`src/rtl/uart_rx_fifo_pkg.sv`:
```
// rtl/uart_rx_fifo_pkg.sv - shared state enum, error-flag struct and limits for the UART receiver
package uart_pkg;

  localparam int MIN_DATA_BITS = 5;
  localparam int MIN_OSR       = 4;

  typedef enum logic [2:0] {
    ST_IDLE,
    ST_START,
    ST_DATA,
    ST_PARITY,
    ST_STOP,
    ST_BREAK_WAIT
  } rx_state_t;

  typedef struct packed {
    logic brk;
    logic framing;
    logic parity;
  } rx_err_t;

endpackage

```
`src/rtl/uart_rx_fifo_if.sv`:
```
// rtl/uart_rx_fifo_if.sv - receive FIFO read port shared by the receiver and its consumer
interface uart_rx_fifo_if #(
  parameter int DATA_W     = 9,
  parameter int FIFO_DEPTH = 16
);
  import uart_pkg::*;

  localparam int LVL_W = $clog2(FIFO_DEPTH) + 1;

  logic              rd_en;
  logic [DATA_W-1:0] rd_data;
  rx_err_t           rd_err;
  logic              empty;
  logic              full;
  logic [LVL_W-1:0]  level;
  logic              overrun;

  modport slave  (input  rd_en, output rd_data, rd_err, empty, full, level, overrun);
  modport master (output rd_en, input  rd_data, rd_err, empty, full, level, overrun);

endinterface

```
`src/rtl/uart_rx_fifo_mem.sv`:
```
// rtl/uart_rx_fifo_mem.sv - synchronous show-ahead FIFO with occupancy and overrun pulse
module uart_rx_fifo_mem #(
  parameter  int WIDTH  = 12,
  parameter  int DEPTH  = 16,
  localparam int ADDR_W = $clog2(DEPTH),
  localparam int LVL_W  = ADDR_W + 1
) (
  input  logic             clk,
  input  logic             rst_n,
  input  logic             i_flush,
  input  logic             i_push,
  input  logic [WIDTH-1:0] i_wdata,
  input  logic             i_pop,
  output logic [WIDTH-1:0] o_rdata,
  output logic             o_empty,
  output logic             o_full,
  output logic [LVL_W-1:0] o_level,
  output logic             o_overrun
);

  logic [WIDTH-1:0]  r_mem [DEPTH];
  logic [ADDR_W-1:0] r_wr_ptr;
  logic [ADDR_W-1:0] r_rd_ptr;
  logic [LVL_W-1:0]  r_level;
  logic              r_overrun;
  logic              w_do_pop;
  logic              w_do_push;

  assign o_empty   = (r_level == '0);
  assign o_full    = (r_level == LVL_W'(DEPTH));
  assign w_do_pop  = i_pop && !o_empty;
  // A pop in the same cycle frees the slot, so a full FIFO still accepts the push
  assign w_do_push = i_push && (!o_full || w_do_pop);

  always_ff @(posedge clk or negedge rst_n) begin
    if (!rst_n) begin
      r_wr_ptr  <= '0;
      r_rd_ptr  <= '0;
      r_level   <= '0;
      r_overrun <= 1'b0;
    end else if (i_flush) begin
      r_wr_ptr  <= '0;
      r_rd_ptr  <= '0;
      r_level   <= '0;
      r_overrun <= 1'b0;
    end else begin
      r_overrun <= i_push && !w_do_push;
      if (w_do_push) r_wr_ptr <= r_wr_ptr + 1'b1;
      if (w_do_pop)  r_rd_ptr <= r_rd_ptr + 1'b1;
      case ({w_do_push, w_do_pop})
        2'b10:   r_level <= r_level + 1'b1;
        2'b01:   r_level <= r_level - 1'b1;
        default: r_level <= r_level;
      endcase
    end
  end

  always_ff @(posedge clk) begin
    if (w_do_push && !i_flush) r_mem[r_wr_ptr] <= i_wdata;
  end

  assign o_rdata   = o_empty ? '0 : r_mem[r_rd_ptr];
  assign o_level   = r_level;
  assign o_overrun = r_overrun;

endmodule

```
`src/rtl/uart_rx_fifo.sv`:
```
// rtl/uart_rx_fifo.sv - oversampled UART receiver feeding a show-ahead FIFO; UART_RX_MAJORITY_EN enables 3-tick majority voting
module uart_rx_fifo
  import uart_pkg::*;
#(
  parameter int DATA_W     = 9,
  parameter int FIFO_DEPTH = 16,
  parameter int OSR_W      = 8
) (
  input  logic             clk,
  input  logic             rst_n,
  input  logic             enable,
  input  logic             rx_enable,
  input  logic [3:0]       data_len,
  input  logic             parity_enable,
  input  logic             parity_odd,
  input  logic             stop_2,
  input  logic             osr_tick,
  input  logic [OSR_W-1:0] osr_value,
  input  logic             rxd,
  output logic             busy,
  uart_rx_fifo_if.slave    rd_if
);

  localparam int ENTRY_W = DATA_W + 3;

  rx_state_t          r_state;
  rx_state_t          w_state_nx;
  logic               r_rxd_meta;
  logic               r_rxd_sync;
  logic               r_rxd_prev;
  logic [OSR_W-1:0]   r_tick_cnt;
  logic [3:0]         r_bit_idx;
  logic [DATA_W-1:0]  r_data;
  logic               r_par;
  logic               r_par_err;
  logic               r_framing;
  logic               r_all_zero;
  logic               r_stop_idx;
  logic               r_push_pend;
  logic [ENTRY_W-1:0] r_entry;

  logic [3:0]         w_eff_len;
  logic [OSR_W-1:0]   w_eff_osr;
  logic [OSR_W-1:0]   w_mid;
  logic [OSR_W-1:0]   w_start_pt;
  logic [OSR_W-1:0]   w_cnt_next;
  logic               w_run;
  logic               w_fall;
  logic               w_bit_val;
  logic               w_start_hit;
  logic               w_bit_hit;
  logic               w_hit;
  logic               w_last_bit;
  logic               w_brk_now;
  logic               w_push_now;
  rx_err_t            w_err;
  logic [ENTRY_W-1:0] w_rd_entry;

  always_comb begin
    w_eff_len = data_len;
    if (data_len < 4'(MIN_DATA_BITS))  w_eff_len = 4'(MIN_DATA_BITS);
    else if (data_len > 4'(DATA_W))    w_eff_len = 4'(DATA_W);
  end

  assign w_eff_osr = (osr_value < OSR_W'(MIN_OSR)) ? OSR_W'(MIN_OSR) : osr_value;
  assign w_mid     = w_eff_osr >> 1;

`ifdef UART_RX_MAJORITY_EN
  logic [1:0] r_hist;

  always_ff @(posedge clk or negedge rst_n) begin
    if (!rst_n)        r_hist <= 2'b11;
    else if (osr_tick) r_hist <= {r_hist[0], r_rxd_sync};
  end

  // Decision lands on tick mid+1, voting over ticks mid-1, mid and mid+1
  assign w_bit_val  = (r_hist[1] & r_hist[0]) | (r_hist[1] & r_rxd_sync) | (r_hist[0] & r_rxd_sync);
  assign w_start_pt = w_mid + 1'b1;
`else
  assign w_bit_val  = r_rxd_sync;
  assign w_start_pt = w_mid;
`endif

  // >= rather than == so a mid-frame config change can never strand the counter
  assign w_cnt_next  = r_tick_cnt + 1'b1;
  assign w_run       = enable && rx_enable;
  assign w_fall      = w_run && r_rxd_prev && !r_rxd_sync;
  assign w_start_hit = osr_tick && (w_cnt_next >= w_start_pt);
  assign w_bit_hit   = osr_tick && (w_cnt_next >= w_eff_osr);
  assign w_hit       = (r_state == ST_START) ? w_start_hit : w_bit_hit;
  assign w_last_bit  = (r_bit_idx + 4'd1) >= w_eff_len;
  assign w_brk_now   = r_all_zero && !w_bit_val && !r_stop_idx;
  assign w_push_now  = (r_state == ST_STOP) && w_bit_hit && (w_brk_now || r_stop_idx || !stop_2);
  assign w_err       = rx_err_t'({w_brk_now, r_framing | ~w_bit_val, r_par_err});

  always_comb begin
    w_state_nx = r_state;
    case (r_state)
      ST_IDLE:       if (w_fall) w_state_nx = ST_START;
      ST_START:      if (w_start_hit) w_state_nx = w_bit_val ? ST_IDLE : ST_DATA;
      ST_DATA:       if (w_bit_hit && w_last_bit) w_state_nx = parity_enable ? ST_PARITY : ST_STOP;
      ST_PARITY:     if (w_bit_hit) w_state_nx = ST_STOP;
      ST_STOP: begin
        if (w_bit_hit) begin
          if (w_brk_now)                    w_state_nx = ST_BREAK_WAIT;
          else if (r_stop_idx || !stop_2)   w_state_nx = ST_IDLE;
        end
      end
      ST_BREAK_WAIT: if (r_rxd_sync) w_state_nx = ST_IDLE;
      default:       w_state_nx = ST_IDLE;
    endcase
    if (!w_run) w_state_nx = ST_IDLE;
  end

  always_ff @(posedge clk or negedge rst_n) begin
    if (!rst_n) r_state <= ST_IDLE;
    else        r_state <= w_state_nx;
  end

  always_ff @(posedge clk or negedge rst_n) begin
    if (!rst_n) begin
      r_rxd_meta <= 1'b1;
      r_rxd_sync <= 1'b1;
      r_rxd_prev <= 1'b1;
    end else begin
      r_rxd_meta <= rxd;
      r_rxd_sync <= r_rxd_meta;
      r_rxd_prev <= r_rxd_sync;
    end
  end

  always_ff @(posedge clk or negedge rst_n) begin
    if (!rst_n) begin
      r_tick_cnt  <= '0;
      r_bit_idx   <= '0;
      r_data      <= '0;
      r_par       <= 1'b0;
      r_par_err   <= 1'b0;
      r_framing   <= 1'b0;
      r_all_zero  <= 1'b1;
      r_stop_idx  <= 1'b0;
      r_push_pend <= 1'b0;
      r_entry     <= '0;
    end else begin
      r_push_pend <= w_push_now && w_run;
      if (w_push_now) r_entry <= {w_err, r_data};

      if (r_state == ST_IDLE || r_state == ST_BREAK_WAIT) r_tick_cnt <= '0;
      else if (osr_tick) r_tick_cnt <= w_hit ? '0 : w_cnt_next;

      case (r_state)
        ST_IDLE: begin
          if (w_fall) begin
            r_bit_idx  <= '0;
            r_data     <= '0;
            r_par      <= 1'b0;
            r_par_err  <= 1'b0;
            r_framing  <= 1'b0;
            r_all_zero <= 1'b1;
            r_stop_idx <= 1'b0;
          end
        end
        ST_DATA: begin
          if (w_bit_hit) begin
            r_data     <= r_data | (DATA_W'(w_bit_val) << r_bit_idx);
            r_bit_idx  <= r_bit_idx + 4'd1;
            r_par      <= r_par ^ w_bit_val;
            r_all_zero <= r_all_zero & ~w_bit_val;
          end
        end
        ST_PARITY: begin
          if (w_bit_hit) begin
            r_par_err  <= w_bit_val != (r_par ^ parity_odd);
            r_all_zero <= r_all_zero & ~w_bit_val;
          end
        end
        ST_STOP: begin
          if (w_bit_hit) begin
            r_framing  <= r_framing | ~w_bit_val;
            r_stop_idx <= 1'b1;
          end
        end
        default: ;
      endcase
    end
  end

  uart_rx_fifo_mem #(
    .WIDTH (ENTRY_W),
    .DEPTH (FIFO_DEPTH)
  ) u_mem (
    .clk       (clk),
    .rst_n     (rst_n),
    .i_flush   (!enable),
    .i_push    (r_push_pend),
    .i_wdata   (r_entry),
    .i_pop     (rd_if.rd_en),
    .o_rdata   (w_rd_entry),
    .o_empty   (rd_if.empty),
    .o_full    (rd_if.full),
    .o_level   (rd_if.level),
    .o_overrun (rd_if.overrun)
  );

  assign rd_if.rd_data = w_rd_entry[DATA_W-1:0];
  assign rd_if.rd_err  = rx_err_t'(w_rd_entry[ENTRY_W-1 -: 3]);
  assign busy          = (r_state != ST_IDLE);

endmodule

```
`src/flat_wrapper.sv`:
```
// flat-port wrapper written by rule: the top's interface ports become plain ports
module uart_rx_fifo_flat import uart_pkg::*;
#(
  parameter int DATA_W     = 9,
  parameter int FIFO_DEPTH = 16,
  parameter int OSR_W      = 8
)
  (clk, rst_n, enable, rx_enable, data_len, parity_enable, parity_odd, stop_2, osr_tick, osr_value, rxd, busy, rd_if_rd_en, rd_if_rd_data, rd_if_rd_err, rd_if_empty, rd_if_full, rd_if_level, rd_if_overrun);
  uart_rx_fifo_if #(.DATA_W(DATA_W), .FIFO_DEPTH(FIFO_DEPTH)) rd_if_i ();
  input  logic clk;
  input  logic rst_n;
  input  logic enable;
  input  logic rx_enable;
  input  logic [3:0] data_len;
  input  logic parity_enable;
  input  logic parity_odd;
  input  logic stop_2;
  input  logic osr_tick;
  input  logic [OSR_W-1:0] osr_value;
  input  logic rxd;
  output logic busy;
  input wire logic [$bits(rd_if_i.rd_en)-1:0] rd_if_rd_en;
  output wire logic [$bits(rd_if_i.rd_data)-1:0] rd_if_rd_data;
  output wire logic [$bits(rd_if_i.rd_err)-1:0] rd_if_rd_err;
  output wire logic [$bits(rd_if_i.empty)-1:0] rd_if_empty;
  output wire logic [$bits(rd_if_i.full)-1:0] rd_if_full;
  output wire logic [$bits(rd_if_i.level)-1:0] rd_if_level;
  output wire logic [$bits(rd_if_i.overrun)-1:0] rd_if_overrun;
  assign rd_if_i.rd_en = rd_if_rd_en;
  assign rd_if_rd_data = rd_if_i.rd_data;
  assign rd_if_rd_err = rd_if_i.rd_err;
  assign rd_if_empty = rd_if_i.empty;
  assign rd_if_full = rd_if_i.full;
  assign rd_if_level = rd_if_i.level;
  assign rd_if_overrun = rd_if_i.overrun;
  uart_rx_fifo #(.DATA_W(DATA_W), .FIFO_DEPTH(FIFO_DEPTH), .OSR_W(OSR_W)) u_core (.clk(clk), .rst_n(rst_n), .enable(enable), .rx_enable(rx_enable), .data_len(data_len), .parity_enable(parity_enable), .parity_odd(parity_odd), .stop_2(stop_2), .osr_tick(osr_tick), .osr_value(osr_value), .rxd(rxd), .busy(busy), .rd_if(rd_if_i));
endmodule
```
`config.mk`:
```
export PLATFORM = sky130hd
export DESIGN_NAME = uart_rx_fifo_flat
export DESIGN_NICKNAME = d
export VERILOG_FILES = /design/src/rtl/uart_rx_fifo_pkg.sv /design/src/rtl/uart_rx_fifo_if.sv /design/src/rtl/uart_rx_fifo_mem.sv /design/src/rtl/uart_rx_fifo.sv /design/src/flat_wrapper.sv
export SDC_FILE = /design/constraint.sdc
export NUM_CORES = 1
export LEC_CHECK = 0
export BUFFER_PORTS_ARGS = -buffer_cell sky130_fd_sc_hd__buf_2
export CAP_MARGIN = 20
export CORE_MARGIN = 3
export CORE_UTILIZATION = 50
export CTS_CLUSTER_SIZE = 14
export DETAILED_ROUTE_END_ITERATION = 8
export PLACE_DENSITY = 0.69
export SETUP_SLACK_MARGIN = 0.4
export SKIP_CTS_REPAIR_TIMING = 1
export SLEW_MARGIN = 0
export SYNTH_ARGS = -nofsm -noshare
export SYNTH_HDL_FRONTEND = slang
export SYNTH_SLANG_ARGS = --single-unit
export TNS_END_PERCENT = 10
```
`constraint.sdc`:
```
create_clock -name clk -period 2.5 [get_ports clk]
set_input_delay 0.5 -clock clk [delete_from_list [all_inputs] [get_ports clk]]
set_output_delay 0.5 -clock clk [all_outputs]
set_load 0.005 [all_outputs]
```
# Word-level counts from Yosys, hierarchy flattened

Memories as Yosys holds them, arrays and structs flattened.
Cells that the tools add are included.

Register bits: 59
RAM bits: 192
Input bits: 22
Output and inout port bits: 21
Logic and storage cells: 149
Memories kept: 1

Memory list:

| memory             | words | width | read ports | clocked after Yosys merged registers in | write ports | RTL line               | RTL |
|---|---|---|---|---|---|---|---|
| u_core.u_mem.r_mem | 16    | 12    | 1          | 0                                       | 1           | uart_rx_fifo_mem.sv:21 | `logic [WIDTH-1:0] r_mem [DEPTH];` |

Add/sub/neg operators: 6
$lt $le $gt $ge: 6
Equal/unequal tests: 24
Shift operators: 1
Mux-type cells: 47
Bitwise operators: 6
Reduce and logical (&&, ||, !) cells: 40

Operators with widths:

| operator                                           | number |
|---|---|
| 2-to-1 mux 4 bit                                   | 8 |
| 2-to-1 mux 8 bit                                   | 4 |
| 2-to-1 mux 3 bit                                   | 10 |
| 2-to-1 mux 9 bit                                   | 2 |
| case mux 3 bit (6 select lines)                    | 1 |
| case mux 9 bit (2 select lines)                    | 1 |
| logical AND 1 bit                                  | 15 |
| != test 3 bit, second input constant               | 5 |
| != test 2 x 1 -> 1 bit, second input constant      | 7 |
| adder 4 x 1 -> 4 bit, second input constant        | 3 |
| 2-to-1 mux 12 bit                                  | 1 |
| AND reduction 3 bit                                | 4 |
| 2-to-1 mux 1 bit                                   | 11 |
| case mux 1 bit (2 select lines)                    | 5 |
| case mux 5 bit (2 select lines)                    | 1 |
| nonzero test 2 bit                                 | 5 |
| bitwise OR 9 bit                                   | 1 |
| << shifter 1 x 4 -> 9 bit                          | 1 |
| adder 8 x 1 -> 8 bit, second input constant        | 1 |
| >= comparator 8 x 7 -> 1 bit                       | 1 |
| >= comparator 8 bit                                | 1 |
| < comparator 8 x 3 -> 1 bit, second input constant | 1 |
| case mux 4 bit (2 select lines)                    | 1 |
| AND reduction 7 bit                                | 1 |
| 27 further kinds                                   | 39 |

# Logic depth before layout (Yosys ltp)

Depth in word-level cells: 8
Mapped depth: 11
Gate-level depth less buffers: 11

# By module

From an unflattened synthesis, not the netlist that was laid out.

Cell total of the unflattened synthesis: 691
Area, all modules: 11040.6 um^2

By module, submodules not included:

| module           | times used | cells each | area each (um^2) | seq. area each (um^2) |
|---|---|---|---|---|
| uart_rx_fifo_mem | 1          | 433        | 8401.8           | 6115.9 |
| uart_rx_fifo     | 1          | 258        | 2638.8           | 1131.1 |

# Worst setup path after synthesis

Ideal clock, no wire load.

Kind: input-to-reg
Start: input port osr_value[4]
End: register u_core.r_entry[4]
Setup time: 0.125 ns
Data arrival time: 2.688 ns
Required time: 2.375 ns
Path slack: -0.313 ns
Stages: 10
Path buffers: 1
Cell sequence: nor4_1 > nand2_1 > and2_1 > ha_1 > nand2b_1 > a2111oi_4 > o31ai_4 > nand4_4 > buf_6 > mux2_2

Cells in the longest elaborated chain, start to end: 6

Ends and longest elaborated chain:

| item                               | RTL line            | RTL |
|---|---|---|
| start: declaration                 | flat_wrapper.sv:19  | `input logic [OSR_W-1:0] osr_value;` |
| < comparator 8 x 3 -> 1 bit        | uart_rx_fifo.sv:65  | `assign w_eff_osr = (osr_value < OSR_W'(MIN_OSR)) ? OSR_W'(MIN_OSR) : osr_value;` |
| 2-to-1 mux 8 bit (*)               | uart_rx_fifo.sv:65  |  |
| >= comparator 8 bit (*)            | uart_rx_fifo.sv:89  | `assign w_bit_hit = osr_tick && (w_cnt_next >= w_eff_osr);` |
| logical AND 1 bit (*)              | uart_rx_fifo.sv:89  |  |
| logical AND 1 bit (*) (2 in a row) | uart_rx_fifo.sv:93  | `assign w_push_now = (r_state == ST_STOP) && w_bit_hit && (w_brk_now \|\| r_stop_idx \|\| !stop_2);` |
| end signal: assignment             | uart_rx_fifo.sv:146 | `if (w_push_now) r_entry <= {w_err, r_data};` |
| end: declaration                   | uart_rx_fifo.sv:40  | `logic [ENTRY_W-1:0] r_entry;` |

Mark *: on every way between the ends. The rest lies on a longest branch, timed or not.
A chain may end at the register's enable or synchronous reset.

# Final worst setup path

Start: register u_core.u_mem.r_rd_ptr[0]
End: output port rd_if_rd_data[4]

Cells in the longest elaborated chain, start to end: 2

Ends and longest elaborated chain:

| item                     | RTL line               | RTL |
|---|---|---|
| start: declaration       | uart_rx_fifo_mem.sv:23 | `logic [ADDR_W-1:0] r_rd_ptr;` |
| start signal: assignment | uart_rx_fifo_mem.sv:49 | `if (w_do_pop) r_rd_ptr <= r_rd_ptr + 1'b1;` |
| memory (16 x 12 bit)     | -                      |  |
| 2-to-1 mux 12 bit        | uart_rx_fifo_mem.sv:62 | `assign o_rdata = o_empty ? '0 : r_mem[r_rd_ptr];` |
| end: declaration         | flat_wrapper.sv:23     | `output wire logic [$bits(rd_if_i.rd_data)-1:0] rd_if_rd_data;` |

Every way passes these cells.

==> qor.csv <==
metric,value,unit
post-synth cell types,63,
vias in the first global route,6714,
Syn Area/Cell,15.1,um2
CP max FO,8,
H-tree depth,1,
Peak VDD IR,0.537,mV
Finished Layout Cells,1158,
nets,915,
Pwr Total,10.7,mW
setup ws final,-274,ps
register area share after synthesis,66.0,%
list of most frequent post-synthesis cells,"edfxtp_1, dfrtp_1, nand2_1, mux2i_1, nor2_1",
Syn. warnings,0,
Avg WL per Cell,21.4,um
boundary pin count,43,
Antenna Cells,0,
gr ovfl total,0,
IO Port Bufs,42,
Hold WC Path Type,in2reg,
worst-skew pair later-pin latency,520,ps
ys async rst share,23.5,%
worst setup path class,reg2out,
final setup fails,47,
Critical Path RT,2000,ps
clk buf depth,3,
Post-synth top flop,edfxtp_1,
pwr dens,786,nW/um2
DP HPWL,15.2,mm
max cap viols,0,
Achievable Freq,360,MHz
total track usage,19.0,%
drt first pass iters,5,
Setup Slack @ Placement,-515,ps
clock buffer count from CTS,26,
largest net degree at the start of global routing,48,
Num Clock Sinks,251,
Die W,154,um
number of cell rows,53,
Worst Setup End Kind,primary output,
leakage power,5.11,nW
Max transition margin,49.6,%
Antenna Nets Post-Route,0,
run status,finished with violations,
Synth top area share,52.5,%
CP Launch Type,register,
Routed WL,24.8,mm
CORE AREA,21300,um2
post-synth top area cell,edfxtp_1,
min cycle time layout,2770,ps
RSZ-0062 raised after global routing,yes,
Die Height,154,um
Post-Syn Area,11000,um2
Setup Skew,19.1,ps
slew of the pin with the lowest slew margin,755,ps
vias,6825,
WL met1,10.0,mm
failing checks,setup timing,
Post-Syn Nets,781,
DRC viols,0,
clock-pin slew on the worst setup and hold paths,60,ps
CTS tree,yes,
initial antenna violation count,0,
number of flops mapped to enable cells by yosys,192,
Max Slew Vio Count,0,
Top Metal Used,met4,
Final period util,111,%
Final Hold Fails,0,
top-count cell post-synth,edfxtp_1,
met3 wire length,1.67,mm
register bit total from synthesis,251,
top post-synthesis cells by area,"edfxtp_1, dfrtp_1, mux4_2",
GP Congestion,0.859,
Root Driver,clkbuf_16,
first-pass GRT wire length,36.4,mm
Initial Util,51.6,%
Via density,5.89,
die area,23800,um2
Syn Inst Count,729,
Iteration-0 DRC Markers,471,
Area Growth Syn to Fin,24.4,%
WL met2,12.6,mm
layout cell share with drive strength beyond 1,30.8,%
cell count after placement,1088,
setup_tns,-5240,ps
critical path arrival,2270,ps
sequential cells by signal (all words and copies together) (netlist names):
register / cells
u_core.r_rxd_prev: 1
u_core.r_bit_idx: 4
u_core.r_par: 1
u_core.r_push_pend: 1
u_core.r_par_err: 1
u_core.u_mem.r_wr_ptr: 4
u_core.u_mem.o_overrun: 1
u_core.r_rxd_meta: 1
u_core.r_state: 3
u_core.r_stop_idx: 1
u_core.u_mem.o_level: 5
u_core.r_tick_cnt: 8
u_core.u_mem.r_mem: 192
u_core.u_mem.r_rd_ptr: 4
u_core.r_data: 9
u_core.r_entry: 12
u_core.r_rxd_sync: 1
u_core.r_all_zero: 1
u_core.r_framing: 1
cell families (layout without fill, tap and decap cells):
logic type / Yosys count / in the layout / share of synthesized area, %
DFF: 251 / 251 / 66.0
and+or+nand+nor: 170 / 170 / 7.88
AOI/OAI and AO/OA: 129 / 130 / 9.00
muxes: 84 / 84 / 10.5
buffers and inverters: 50 / 203 / 1.90
adders and majority gates: 30 / 30 / 3.49
xor gates and xnor gates: 15 / 15 / 1.20
path summary, 6_finish.rpt:
kind | start | to | slack [ps] | cells past startpoint
worst max-delay path | u_core.u_mem.r_rd_ptr[0] | rd_if_rd_data[4] | -270 | 7
worst min-delay path | rxd | u_core.r_rxd_meta | 80 | 1
worst max register to register | u_core.r_tick_cnt[1] | u_core.r_data[0] | -180 | 10
worst min register to register | u_core.r_rxd_meta | u_core.r_rxd_sync | 360 | 0
max in group asynchronous | rst_n | u_core.u_mem.r_rd_ptr[0] | 1550 | 3
min in group asynchronous | rst_n | u_core.r_entry[9] | 490 | 3
critical path: stages, from the launching register on:
cell and delay, ps:
dfrtp_4 500, buf_12 170, clkbuf_16 170, mux2i_1 130, o221ai_2 320, o22ai_2 130, a211oi_2 190, buf_2 130
cells in the final DEF, fill, tap and decap left out, types with 4 or more instances in the layout:
cell type  Yosys  final
o21ai_0       16     15
mux2_4         0      6
nor2_1        35     33
nand2b_1      17     16
nand3_1       21     21
o22ai_2        0      7
nor2b_1        5      5
nand2_1       52     51
inv_1         18     18
nor3_1         7      6
xnor2_1       12     11
clkbuf_16      0     33
o221ai_2       0     20
buf_2         11     42
a31oi_1        4      4
ha_1          29     29
a21o_1         9      9
dfstp_2        4      4
a21boi_0       4      4
o22ai_1       12      5
mux2i_1       50     50
a22o_1        11     11
buf_4          0     72
dfrtp_1       55     54
a211oi_2       0      8
clkbuf_1      19     11
edfxtp_1     192    192
or3_1          4      4
mux4_2        24     24
and2_1         8      8
mux2_2         9      4
a211oi_1      14      6
a21oi_1       11      9
bufinv_16      0      5
buf_6          1      7
buf_12         0      5
through the flow:
stage / cell area, um2 / hold WS [ps] / utilization (%)
floorplan: 11000 / 204 / -
finish: 13700 / 79.7 / 64.1
detailed placement: 12000 / 350 / 56.5
global placement: 12000 / 352 / 56.5
global route: 13700 / 70.0 / 64.1
CTS: 12900 / -36.1 / 60.8
power breakdown:
group / switching [mW] / leakage [nW] / internal, mW
registers: 0.0517 / 2.54 / 4.49
logic: 1.03 / 2.14 / 1.11
clock network: 1.51 / 0.433 / 2.53
layout make-up:
| cell class | count | area, um2 |
|---|---|---|
| multi-input combinational | 429 | 3910 |
| sequential | 251 | 7250 |
| clock buffer | 39 | 731 |
| fill | 1440 | 7630 |
| inverter | 18 | 67.6 |
| timing repair buffer | 137 | 1170 |
| clock inverter | 9 | 175 |
| tap | 275 | 344 |
layer usage:
metal,GRT usage [%],up-vias
met1,27.0,3462
met4,4.21,0
met5,0,-
met3,2.42,38
met2,31.9,210
li1,-,3115
No activity file was read; power rests on OpenSTA's default activity.
